--- config.mk ---
export PLATFORM = sky130hd
export DESIGN_NAME = ysyx_23060171_ifu
export DESIGN_NICKNAME = d
export VERILOG_FILES = /design/src/rtl/ysyx_23060171_ifu.sv
export SDC_FILE = /design/constraint.sdc
export NUM_CORES = 1
export LEC_CHECK = 0
export ABC_AREA = 0
export BUFFER_PORTS_ARGS = -buffer_cell sky130_fd_sc_hd__buf_2
export CORE_MARGIN = 2
export CORE_UTILIZATION = 48
export DETAILED_ROUTE_END_ITERATION = 8
export PLACE_DENSITY = 0.83
export RECOVER_POWER = 25
export SLEW_MARGIN = 20
export SYNTH_ARGS = -nofsm -noshare
export SYNTH_HDL_FRONTEND = slang
export SYNTH_SLANG_ARGS = --single-unit
--- constraint.sdc ---
create_clock -name clk -period 2.1 [get_ports clk]
set_input_delay 0 -clock clk [delete_from_list [all_inputs] [get_ports clk]]
set_output_delay 0 -clock clk [all_outputs]
set_load 0.01 [all_outputs]
--- src/rtl/ysyx_23060171_ifu.sv ---
// ---------------------------------------------------------------------------
// ysyx_23060171_ifu -- instruction fetch unit of the single-issue NPC core.
//
// Holds the PC, fetches one instruction word at a time from instruction
// memory, registers it and hands it to the decoder. It then waits for the
// next PC from execute/writeback before fetching again. Exactly one
// instruction is in flight at any time.
//
// Ports:
//   clk             core clock, all state changes on the rising edge
//   rst             asynchronous, active-low reset
//   imem_req_*      fetch request (valid/ready, addr = pc)
//   imem_rsp_*      fetch response (valid, data, err qualified by valid)
//   inst_valid/ready  instruction handshake towards the decoder
//   inst, inst_pc   registered instruction and its PC
//   opcode/f3/f7/f12  field slices of the registered instruction
//   npc_valid, npc  next PC from downstream (held until consumed)
//   fetch_err       sticky fault flag (response error or misaligned npc)
//   fetch_cnt       number of completed (error-free) fetches, wraps
//   dbg_state       current FSM state for debug/checkers
//
// Handshake rule: a transfer happens on a rising edge where valid and ready
// are both high. The producer keeps valid and its payload stable until the
// transfer; the consumer may raise or lower ready freely.
// ---------------------------------------------------------------------------
module ysyx_23060171_ifu #(
    parameter int              XLEN     = 32,
    parameter logic [XLEN-1:0] RESET_PC = 32'h8000_0000
) (
    input  logic            clk,
    input  logic            rst,

    output logic            imem_req_valid,
    input  logic            imem_req_ready,
    output logic [XLEN-1:0] imem_req_addr,
    input  logic            imem_rsp_valid,
    input  logic [31:0]     imem_rsp_data,
    input  logic            imem_rsp_err,

    output logic            inst_valid,
    input  logic            inst_ready,
    output logic [31:0]     inst,
    output logic [XLEN-1:0] inst_pc,
    output logic [6:0]      opcode,
    output logic [2:0]      f3,
    output logic [6:0]      f7,
    output logic [11:0]     f12,

    input  logic            npc_valid,
    input  logic [XLEN-1:0] npc,

    output logic            fetch_err,
    output logic [31:0]     fetch_cnt,
    output logic [2:0]      dbg_state
);

    typedef enum logic [2:0] {
        IDLE = 3'd0,
        REQ  = 3'd1,
        RESP = 3'd2,
        OUT  = 3'd3,
        NPC  = 3'd4,
        ERR  = 3'd5
    } state_t;

    localparam logic [31:0] NOP = 32'h0000_0013;

    state_t          state;
    logic [XLEN-1:0] pc;

    always_ff @(posedge clk or negedge rst) begin
        if (!rst) begin
            state     <= IDLE;
            pc        <= RESET_PC;
            inst      <= NOP;
            inst_pc   <= RESET_PC;
            fetch_err <= 1'b0;
            fetch_cnt <= 32'd0;
        end else begin
            case (state)
                IDLE: state <= REQ;

                REQ: begin
                    if (imem_req_ready) begin
                        state <= RESP;
                    end
                end

                // Responses are only looked at here, so a stale response
                // arriving in any other state is dropped.
                RESP: begin
                    if (imem_rsp_valid) begin
                        if (imem_rsp_err) begin
                            fetch_err <= 1'b1;
                            state     <= ERR;
                        end else begin
                            inst      <= imem_rsp_data;
                            inst_pc   <= pc;
                            fetch_cnt <= fetch_cnt + 32'd1;
                            state     <= OUT;
                        end
                    end
                end

                // npc_valid is deliberately not sampled here, even on the
                // handshake cycle; downstream holds it until NPC picks it up.
                OUT: begin
                    if (inst_ready) begin
                        state <= NPC;
                    end
                end

                NPC: begin
                    if (npc_valid) begin
                        if (npc[1:0] == 2'b00) begin
                            pc    <= npc;
                            state <= REQ;
                        end else begin
                            fetch_err <= 1'b1;
                            state     <= ERR;
                        end
                    end
                end

                ERR: state <= ERR;

                default: state <= IDLE;
            endcase
        end
    end

    // Valids decode directly from the state register, so they drop to 0 the
    // moment reset forces the state back to IDLE.
    assign imem_req_valid = (state == REQ);
    assign imem_req_addr  = pc;
    assign inst_valid     = (state == OUT);

    assign opcode    = inst[6:0];
    assign f3        = inst[14:12];
    assign f7        = inst[31:25];
    assign f12       = inst[31:20];
    assign dbg_state = state;

endmodule

## Yosys cells after proc, flatten, opt, wreduce, memory -nomap -nowiden

Index checks and enable logic that the tools add are counted.

- Output and inout port bits: 163
- Register bits: 132
- Bits of input ports: 71
- Word-level logic and storage cells: 38

- Reduce and logical (&&, ||, !) cells: 7
- $add $sub $neg: 1
- Multiplexer cells: 12
- Eq/ne operators: 11
- Bitwise gates (word level): 1

Operators with widths:

| cell | count |
|---|---|
| 32-bit by 1-bit adder with 32-bit output (second input constant) | 1 |
| 3-bit 2-to-1 mux | 6 |
| 3-bit case mux with 6 select lines | 1 |
| 2-bit != test (second input constant) | 4 |
| 3-bit by 2-bit == test with 1-bit output (second input constant) | 2 |
| 3-bit == test (second input constant) | 2 |
| 3-bit AND reduction | 2 |
| 5-bit AND reduction | 1 |
| 1-bit 2-to-1 mux | 4 |
| 2-bit by 1-bit != test with 1-bit output (second input constant) | 2 |
| 4-bit AND reduction | 1 |
| 3-bit by 1-bit == test with 1-bit output (second input constant) | 1 |
| 3-bit logical NOT | 1 |
| 2-bit logical NOT | 1 |
| 1-bit case mux with 2 select lines | 1 |
| 2-bit nonzero test | 1 |
| 1-bit NOT | 1 |

## Longest topological paths before layout

- Depth after elaboration: 4
- Depth in mapped cells: 6
- Depth with buffers taken out: 5

## Least setup slack after synthesis

No wires, ideal clock.

- Path type: reg2reg
- Start point: register state[2], in the netlist dbg_state[2]
- End point: register inst[10]
- Path slack: 0.331 ns
- Library setup time: 0.125 ns
- Stages on the path, launching flop included: 7
- Data required time: 1.975 ns
- Data arrival time: 1.644 ns
- Path buffers: 3
- Clock period less this slack: 1.769 ns
- Cells stage by stage: dfrtp_1 buf_2 nand4bb_1 nor2_1 buf_2 buf_4 mux2_2

- Longest elaborated chain between the ends: 2

Ends and longest elaborated chain:

| item | line | source |
|---|---|---|
| from (decl) | 68 | `state_t state;` |
| from (signal assigned) | 73 | `state <= IDLE;` |
| from (signal assigned) | 81 | `IDLE: state <= REQ;` |
| from (signal assigned) | 85 | `state <= RESP;` |
| 3-bit by 2-bit == test with 1-bit output | 80 | `case (state)` |
| 3-bit AND reduction (no source line) | n/a |  |
| to (signal assigned) | 97 | `inst <= imem_rsp_data;` |
| to (decl) | 42 | `output logic [31:0] inst,` |

No other way between the ends.
A chain may end at the register's enable or synchronous reset.

## Final worst setup path

- Start point: register state[2], in the netlist dbg_state[2]
- End point: register inst[28]

The elaborated chain is that of the path after synthesis.

==> results.md <==
* Switch share at a little under a third
* Synth Cell Area at 5690 um^2
* Syn Inst Count at 410
* Post-synth top area cell: dfrtp_1
* GRT overflow at 0
* Int Pwr at a little under 7 mW
* Clk network pwr share at between 30% and 40%
* Placed wire-length estimate at between 9 and 10 mm
* Min Tclk post-route at ~1.8 ns
* Die extent in y at between 100 and 150 um
* Ys async rst share at 100%
* Final Worst Setup Slack at about 0.31 ns
* Post-CTS sizing at 0
* First-pass GRT wire length at between 20 and 25 mm
* DP Area at about 7000 um^2
* Final estimated routing congestion in global placement at between 0.8 and 0.9
* Skew final at 0.00579 ns
* Cts hold-fix bufs at 69
* Crit. End Element: flip-flop
* YS warnings at 0
* Clk sink count at between 100 and 150
* EDFF count, synth at 0
* Fmax at between 0.5 and 0.6 GHz
* DR vias/cell at 5.12
* Clock Path Buffers at 2
* Initial Utilization at between 40% and 50%
* Flop pwr share at 39.1%
* DRT iter0 DRCs at about 230
* Worst Tran Pin Value at about 1.6 ns
* H-tree levels at 4
* Diodes inserted at 0
* Logic pwr share at ~28%
* Pre-CTS setup slack at 0.313 ns
* Clock slew at reported path FFs at about 0.050 ns
* Hold Startpoint: imem_rsp_valid
* Final setup fails at 0
* Initial antenna violation count at 0
* Power Total at 9.78 mW
* Setup repair after global routing missed its margin: false
* Number of I/O port buffers at 233
* Post-synth top area share at 55.9%
* Worst R2R End: inst[28]
* CP Launch Type: flip-flop
* Vias in the first global route at 4546
* Post-route ant nets at 0
* Total Wirelength at ~15 mm
* Worst rel slew slack at -7.78%
* Net Sw Power at between 3 and 4 mW
* Design Area, Final at roughly 8000 um^2
* CP Class: flip-flop to flip-flop
* Flop2flop setup slack at between 0.3 and 0.4 ns
* CP Max Fanout at 20
* Drt wl/cell at approximately 17 um
* Post-synth top flop: dfrtp_1
* Worst VDD drop at roughly 910 uV
* Top cells by area, synth: dfrtp_1 (56%), mux2_2 (19%), buf_4 (4.4%)
* Max-slew violations at 133
* Hold WC Path Type: input pin to flip-flop
* DRC at 0
* R2R Path Start: dbg_state[2]
* DR vias at between 4000 and 5000
* Cell Rows at 39
* Clock latency on the worst-skew pair at between 0.4 and 0.5 ns
* Period utilization at 85.3%
* Failing checks: max-capacitance violations, max-slew violations
* Area growth syn-to-layout at 42.9%
* Distinct cells, synth at between 40 and 50
* Core Footprint at between 10000 and 15000 um^2
* Final Hold Violating Endpoints at 0
* Pre-Repair DR Iteration Count at 5
* DIE WIDTH at between 100 and 150 um
* Root buffer cell: clkbuf_16
* Layout cells sized above 1 at between 50% and 60%
* Num ports at 234
* Status: finished, violations left
* Register area share after synthesis at 58.2%
* Crit path required time at between 2 and 2.5 ns
* Most common cell in the netlist: dfrtp_1
* Max-cap violations at 1
* CP Data Arrival Time at between 2 and 2.5 ns
* Die ar. at 12700 um^2
* Setup Fix Bufs, Post-CTS at 0
* Sum Neg Setup Slack at 0 ns
* Syn Nets at roughly 480
* Hold depth at 4
* TritonCTS Buffers at 17
* LEAKAGE at approximately 4.2 nW
* Worst r2r path cells at 4
* Syn avg cell area at between 10 and 15 um^2
* Tot GR Track Use at around a quarter
* Seq cells post-synth at between 100 and 150
* Power per cell area at 1200 nW/um^2
* TritonCTS clock tree: built
* Synth cell count leaders: dfrtp_1 (127), mux2_2 (96), buf_4 (33)
* Largest net degree at the start of global routing at around 130
* Hold endpoint: dbg_state[1]
* Nets at about 760
==> logic make-up (layout without fill, tap and decap cells) <==
kind of cell,Yosys count,after routing,share of synthesized area (%)
simple gates,90,90,10.6
xor+xnor,32,32,4.93
fa+ha+maj,1,1,0.220
flops,132,132,58.2
compound gates,11,11,1.21
buf+inv,48,343,5.85
mux,96,96,19.0
==> area by class of cell <==
| cell class | instances | area, um^2 |
|---|---|---|
| multi-input cells | 230 | 2050 |
| well taps | 143 | 179 |
| repair buffers | 310 | 1940 |
| fillers | 765 | 3340 |
| clock buffers | 17 | 425 |
| inverters | 1 | 3.75 |
| clock inverters | 15 | 210 |
| flip-flops and latches | 132 | 3310 |
==> metal layers <==
layer  vias to the layer above  global-route usage [%]  share of wire (%)
li1                       1982                       -                  -
met1                      2165                    26.4                 38
met2                       166                    41.8                 54
met3                        30                    5.78                5.6
met4                         0                    10.2                2.4
met5                         -                       0                  0
==> cells in the final DEF (no fill, tap or decap), types with 2 or more instances in the layout <==
cell type	n
buf_2	232
dfrtp_1	127
mux2_2	96
dlygate4sd3_1	69
xnor2_1	20
clkbuf_16	17
nand2_1	14
nand4_1	14
xor2_1	12
nand3_1	11
nor2_1	10
nor4_2	7
clkinv_2	7
buf_4	7
and3_1	5
bufinv_16	5
dfstp_2	5
o21ai_0	4
and4_1	3
and2_1	3
nor3_1	3
nand2b_1	2
nand3_4	2
or3_1	2
nor2b_1	2
and3_2	2
a21oi_1	2
inv_6	2
buf_12	2
==> how the worst max path moves through the flow <==
| stage | start | endpoint | slack, ns |
|---|---|---|---|
| 2_1_floorplan | dbg_state[2] | inst[10] | 0.33 |
| 3_3_place_gp | dbg_state[2] | inst_pc[9] | 0.39 |
| 3_5_place_dp | dbg_state[2] | inst_pc[27] | 0.31 |
| 4_1_cts | dbg_state[2] | inst_pc[27] | 0.30 |
| 5_1_grt | rst | inst[8] | 0.1 |
| 6_report | dbg_state[2] | inst[28] | 0.31 |
==> worst max-delay path, stage by stage, from the launching register on <==
cell	delay (ns)
dfrtp_1	0.48
nand4bb_1	0.33
nor2_4	0.17
buf_4	0.30
mux2_2	0.38
==> power groups by stage <==
stage / registers (mW) / logic (mW) / clock network [mW]
finish: 3.83 / 2.77 / 3.18
global route: 3.92 / 2.96 / 3.34
CTS: 3.81 / 2.78 / 3.22
detailed placement: 3.84 / 2.66 / 0
global placement: 3.76 / 2.59 / 0
floorplan: 4.07 / 1.40 / 0
==> per-stage QoR <==
stage                     util (%)  cells  hold slack (ns)
after global placement        59.4    747            0.154
after CTS                     71.0    848           0.0590
after floorplan                  -    410           -0.296
after global routing          70.9    848            0.110
after detailed placement      59.4    747            0.171
final                         70.9    848           0.0852
==> sequential cells by signal, indices dropped and copies added (netlist names) <==
register       flops
fetch_cnt         32
imem_req_addr     32
inst              32
inst_pc           32
dbg_state          3
fetch_err          1
No activity file was read; power rests on OpenSTA's default activity.
